## src/rtl/uart_arb_pkg.sv

```systemverilog
// rtl/uart_arb_pkg.sv - shared types, defaults and round-robin helper for the uart tx arbiter
// Purpose: FSM state type, parameter defaults and the rr_next search used by rr_pick.
// Ports: none (package).
package uart_arb_pkg;

  typedef enum logic {ARB_IDLE, ARB_GRANT} arb_state_t;

  localparam int unsigned NUM_REQ_DEF        = 4;
  localparam int unsigned DATA_WIDTH_DEF     = 8;
  localparam int unsigned TIMEOUT_CYCLES_DEF = 1024;

  // Widest requester vector the helper handles; narrower arbiters zero-pad.
  localparam int unsigned MAX_REQ = 8;

  // First set bit of req searching cyclically from last+1 over num entries.
  // Returns last unchanged when nothing is requesting.
  function automatic logic [2:0] rr_next(input logic [MAX_REQ-1:0] req,
                                         input logic [2:0]         last,
                                         input int                 num);
    int         idx;
    logic [2:0] idx3;
    logic       found;
    found   = 1'b0;
    rr_next = last;
    for (int k = 1; k <= int'(MAX_REQ); k++) begin
      idx  = (int'(last) + k) % num;
      idx3 = 3'(idx);
      if (k <= num && !found && req[idx3]) begin
        found   = 1'b1;
        rr_next = idx3;
      end
    end
  endfunction

endpackage

```

## src/rtl/rr_pick.sv

```systemverilog
// rtl/rr_pick.sv - combinational round-robin selector
// Purpose: picks the next requester after the last grant, cyclically.
// Ports:
//   req   in  NUM_REQ   request vector
//   last  in  ID_WIDTH  index of the previous grant
//   valid out 1         any request present
//   idx   out ID_WIDTH  selected requester (equals last when valid=0)
module rr_pick
  import uart_arb_pkg::*;
#(
  parameter int unsigned NUM_REQ  = NUM_REQ_DEF,
  parameter int unsigned ID_WIDTH = $clog2(NUM_REQ)
) (
  input  logic [NUM_REQ-1:0]  req,
  input  logic [ID_WIDTH-1:0] last,
  output logic                valid,
  output logic [ID_WIDTH-1:0] idx
);

  logic [MAX_REQ-1:0] req_ext;
  logic [2:0]         last_ext;

  always_comb begin
    req_ext                = '0;
    req_ext[NUM_REQ-1:0]   = req;
    last_ext               = 3'(last);
    valid                  = |req;
    idx                    = ID_WIDTH'(rr_next(req_ext, last_ext, int'(NUM_REQ)));
  end

endmodule

```

## src/rtl/uart_tx_arbiter.sv

```systemverilog
// rtl/uart_tx_arbiter.sv - packet-granular round-robin arbiter in front of the uart tx stream
// Purpose: shares one byte stream among NUM_REQ requesters, one whole packet at a
//          time, with a watchdog that drops a grant whose requester stalls.
// Ports:
//   clk, rst          serial clock, async active-high reset
//   in_tdata/tvalid/tlast/tready  per-requester byte streams (requester i at [i*DATA_WIDTH +: DATA_WIDTH])
//   out_tdata/tvalid/tready/tlast registered stream toward the uart
//   busy              high while a grant is held
//   grant_id          current or most recent grant
//   timeout_err       one-cycle pulse when the watchdog aborts a grant
module uart_tx_arbiter
  import uart_arb_pkg::*;
#(
  parameter int unsigned NUM_REQ        = NUM_REQ_DEF,
  parameter int unsigned DATA_WIDTH     = DATA_WIDTH_DEF,
  parameter int unsigned TIMEOUT_CYCLES = TIMEOUT_CYCLES_DEF,
  parameter int unsigned ID_WIDTH       = $clog2(NUM_REQ)
) (
  input  logic                          clk,
  input  logic                          rst,
  input  logic [NUM_REQ*DATA_WIDTH-1:0] in_tdata,
  input  logic [NUM_REQ-1:0]            in_tvalid,
  input  logic [NUM_REQ-1:0]            in_tlast,
  output logic [NUM_REQ-1:0]            in_tready,
  output logic [DATA_WIDTH-1:0]         out_tdata,
  output logic                          out_tvalid,
  input  logic                          out_tready,
  output logic                          out_tlast,
  output logic                          busy,
  output logic [ID_WIDTH-1:0]           grant_id,
  output logic                          timeout_err
);

  localparam int unsigned         WD_WIDTH = $clog2(TIMEOUT_CYCLES);
  localparam logic [WD_WIDTH-1:0] WD_LIMIT = WD_WIDTH'(TIMEOUT_CYCLES - 1);

  arb_state_t            state, state_next;
  logic [ID_WIDTH-1:0]   grant_next;
  logic [WD_WIDTH-1:0]   watchdog, wd_next;
  logic                  timeout_next;
  logic                  pick_valid;
  logic [ID_WIDTH-1:0]   pick_idx;
  logic                  can_load, accept;
  logic [DATA_WIDTH-1:0] sel_tdata, tdata_next;
  logic                  sel_tlast, tlast_next, tvalid_next;

  rr_pick #(
    .NUM_REQ  (NUM_REQ),
    .ID_WIDTH (ID_WIDTH)
  ) u_pick (
    .req   (in_tvalid),
    .last  (grant_id),
    .valid (pick_valid),
    .idx   (pick_idx)
  );

  assign busy      = (state == ARB_GRANT);
  // Output register can take a beat when empty or draining this cycle.
  assign can_load  = ~out_tvalid | out_tready;
  assign sel_tdata = in_tdata[grant_id*DATA_WIDTH +: DATA_WIDTH];
  assign sel_tlast = in_tlast[grant_id];
  assign accept    = busy & in_tvalid[grant_id] & can_load;

  // Ready never looks at in_tvalid, so no valid->ready loop through the arbiter.
  always_comb begin
    in_tready = '0;
    if (state == ARB_GRANT) begin
      in_tready[grant_id] = can_load;
    end
  end

  always_comb begin
    state_next   = state;
    grant_next   = grant_id;
    wd_next      = watchdog;
    timeout_next = 1'b0;
    tvalid_next  = out_tvalid;
    tdata_next   = out_tdata;
    tlast_next   = out_tlast;

    if (out_tready) begin
      tvalid_next = 1'b0;
    end
    if (accept) begin
      tvalid_next = 1'b1;
      tdata_next  = sel_tdata;
      tlast_next  = sel_tlast;
    end

    case (state)
      ARB_IDLE: begin
        wd_next = '0;
        if (pick_valid) begin
          grant_next = pick_idx;
          state_next = ARB_GRANT;
        end
      end
      ARB_GRANT: begin
        if (accept) begin
          wd_next = '0;
          if (sel_tlast) begin
            state_next = ARB_IDLE;
          end
        end else if (watchdog == WD_LIMIT) begin
          // Abort leaves grant_id alone so the next search starts after the staller.
          state_next   = ARB_IDLE;
          timeout_next = 1'b1;
          wd_next      = '0;
        end else begin
          wd_next = watchdog + 1'b1;
        end
      end
      default: state_next = ARB_IDLE;
    endcase
  end

  always_ff @(posedge clk or posedge rst) begin
    if (rst) begin
      state       <= ARB_IDLE;
      grant_id    <= ID_WIDTH'(NUM_REQ - 1);
      watchdog    <= '0;
      timeout_err <= 1'b0;
      out_tvalid  <= 1'b0;
      out_tdata   <= '0;
      out_tlast   <= 1'b0;
    end else begin
      state       <= state_next;
      grant_id    <= grant_next;
      watchdog    <= wd_next;
      timeout_err <= timeout_next;
      out_tvalid  <= tvalid_next;
      out_tdata   <= tdata_next;
      out_tlast   <= tlast_next;
    end
  end

endmodule

```

## config.mk

```make
export PLATFORM = sky130hd
export DESIGN_NAME = uart_tx_arbiter
export DESIGN_NICKNAME = d
export VERILOG_FILES = /design/src/rtl/uart_arb_pkg.sv /design/src/rtl/rr_pick.sv /design/src/rtl/uart_tx_arbiter.sv
export SDC_FILE = /design/constraint.sdc
export NUM_CORES = 1
export LEC_CHECK = 0
export BUFFER_PORTS_ARGS = -buffer_cell sky130_fd_sc_hd__buf_4
export CAP_MARGIN = 20
export CORE_MARGIN = 4
export CORE_UTILIZATION = 47
export DETAILED_ROUTE_END_ITERATION = 12
export PLACE_DENSITY = 0.83
export SLEW_MARGIN = 30
export SYNTH_ARGS = -nofsm -noshare
export SYNTH_HDL_FRONTEND = slang
export SYNTH_HIERARCHICAL = 1
export SYNTH_SLANG_ARGS = --single-unit
```

## constraint.sdc

```tcl
create_clock -name clk -period 2.53 [get_ports clk]
set_input_delay 0.1265 -clock clk [delete_from_list [all_inputs] [get_ports clk]]
set_output_delay 0.1265 -clock clk [all_outputs]
set_load 0.03 [all_outputs]
```

==> impl_metrics.ini <==
[floorplanning]
die_area_um2 = 3880
num_rows = 19
start_util_pct = 49.8
core_area_um2 = 2780
fp.dieW_um = 62.3
ios = 61
die_y_um = 62.3

[place]
portBuffers = 60
preCtsSetupSlack_ns = 0.715
dp_hpwl_um = 2900
place_congestion = 0.770
postPlaceCellArea_um2 = 1870

[route]
drc_errors = 0
wire_per_inst_um = 16.9
first_pass_iters = 4
routed_wl_um = 3560
postRouteAntennaNets = 0
viasPerCell = 5.87
vias = 1239
drt_iter0_markers = 39

[hold_path]
min_path_cells = 5
min_from = in_tvalid[1]
hold_path.class = in2reg
min_to = busy

[global_routing]
grt_first_pass_wirelength_um = 6050
grt_use_total_pct = 19.4
overflow = 0
grt_max_degree = 25
antenna_found_initial = 0
grt_pass1_vias = 1397

[synthesis]
syn_area_um2 = 1390
syn_inst = 117
synth_area_leaders = dfrtp_1 (40%), mux4_2 (16%), mux2_2 (7.3%)
synth.net_count = 161
synth_edf_count = 0
synthDistinctLibCells = 35
yosys_warnings = 6
avgSynthCellArea_um2 = 11.8
yosysTopAreaCell = dfrtp_1
synth_flop_cell = dfrtp_1
async_flop_share_pct = 100
yosysTopAreaCellShare_pct = 39.7
ys_seq_area_share_pct = 43.5
ys_seq_elements = 24

[clock_tree]
cts_buffers = 3
cts_tree = done
clock_latency_ns = 0.31
cts_buffer_depth = 2
clk_pin_slew_ns = 0.13
clock_sinks = 24
cts_resized = 0
htreeDepth = 1
cts_root_buf = clkbuf_4

[sta]
worst_pin_slew_ns = 0.623
fin_setup_tns_ns = 0
relSlewSlack_pct = 58.2
final_hold_viol_count = 0
setup_violations = 0
fmax_mhz = 536
drv_slew = 0
period_share_pct = 73.8
postLayoutSetupSlackWorst_ns = 0.664
rsz0062_at_grt = false
min_period_ns = 1.87
finClkSkew_ns = 0.00842

[finish]
fin_util_pct = 68.4
num_antenna_cells = 0
nets = 225
n_fill_cell = 209
finalInstanceArea_um2 = 1900
drive_gt1_share_pct = 51.7
area_growth_pct = 37.3

[critical_path]
startpoint = grant_id[0]
r2r_start = grant_id[0]
startpoint_type = flop
critical_path.endpoint_type = flop
r2r_cells = 3
rrSetupSlack_ns = 0.66
r2r-end = watchdog[5]
crit_type = reg2reg
crit_arrival_ns = 2.10
crit_fanout = 12
required_ns = 2.76

[pwr]
power_density_nw_per_um2 = 1070
p_total_w = 0.00203
peakVddDrop_mv = 0.949
leakage_nw = 0.849

[run]
cap_violations = 0

[run_status]
status = finished, final reports clean
## metrics by stage
stage	std cells	hold slack (ns)
after floorplan	117	0.140
after global placement	206	0.349
after detailed placement	206	0.371
after CTS	210	0.0135
after global routing	211	0.214
final	211	0.197
## cells by family after synthesis
logic type      synth area share (%)
compound gates                  8.66
xor+xnor                        1.90
fa+ha+maj                      0.902
buf+inv                         3.07
flops                           43.5
mux                             25.1
simple gates                    16.9
## layer usage
metal	part of all wire, %	vias up	track usage [%]	wire (um)
li1	-	569	-	-
met1	37	592	21.9	1320
met2	51	68	33.9	1830
met3	8.7	10	5.41	311
met4	2.7	0	8.22	96
met5	0	-	0	0
## layout make-up
class                           instances  area [um^2]  share of cell area (%)
Multi-Input combinational cell         84          741                    38.9
Sequential cell                        24          603                    31.7
Timing Repair Buffer                   63          475                    25.0
Tap cell                               31         38.8                    2.04
Clock buffer                            4         26.3                    1.38
Inverter                                5         18.8                   0.986
## registers in the layout (all words and copies together), names as in the netlist
register,flops
watchdog,10
out_tdata,8
grant_id,2
busy,1
out_tlast,1
out_tvalid,1
timeout_err,1
## worst max path at each step
| stage | to | slack [ns] |
|---|---|---|
| after CTS | watchdog[5] | 0.69 |
| after detailed placement | watchdog[5] | 0.72 |
| after global placement | watchdog[9] | 0.77 |
| after floorplan | in_tready[1] | 0.60 |
| after global routing | watchdog[9] | 0.61 |
| final | watchdog[5] | 0.66 |
## layout by cell type, fill, tap and decap left out, types with 2 or more instances in the layout
master / n
dfrtp_1: 22
nand4_1: 2
dfstp_2: 2
inv_1: 4
o21ai_0: 4
o31ai_1: 2
nand3_1: 5
nor3_1: 4
clkbuf_4: 3
nor3_2: 2
buf_4: 62
or3_1: 3
nand2b_1: 3
mux2_2: 9
a21oi_1: 4
a211oi_2: 2
mux4_2: 10
nor2b_1: 2
xor2_1: 2
or4_1: 2
nand2_1: 10
nor2_1: 6
## synthesized netlist by cell type, types with 3 or more instances
master and instances:
dfrtp_1 22, mux4_2 10, nand2_1 10, mux2_2 9, nor2_1 6, inv_1 5
nand3_1 5, a21oi_1 4, nor3_1 4, o21ai_0 4, nand2b_1 3, or3_1 3
## worst max-delay path, cell delays in order (launching register included)
cell      delay [ns]
dfstp_2         0.57
mux4_2          0.55
a21bo_1         0.37
a211oi_2        0.28
## timing repair
item                      CTS  global route
hold endpoints to repair    0            22
setup buffers               0             0
hold buffers                0             1
## where the power goes
group / switching [W] / leakage, nW / total [W] / internal, W
registers: 0.000102 / 0.301 / 0.000623 / 0.000521
logic: 0.000672 / 0.533 / 0.00123 / 0.000563
clock network: 0.000110 / 0.0150 / 0.000172 / 0.0000616
(Power assumes the default switching activity.)
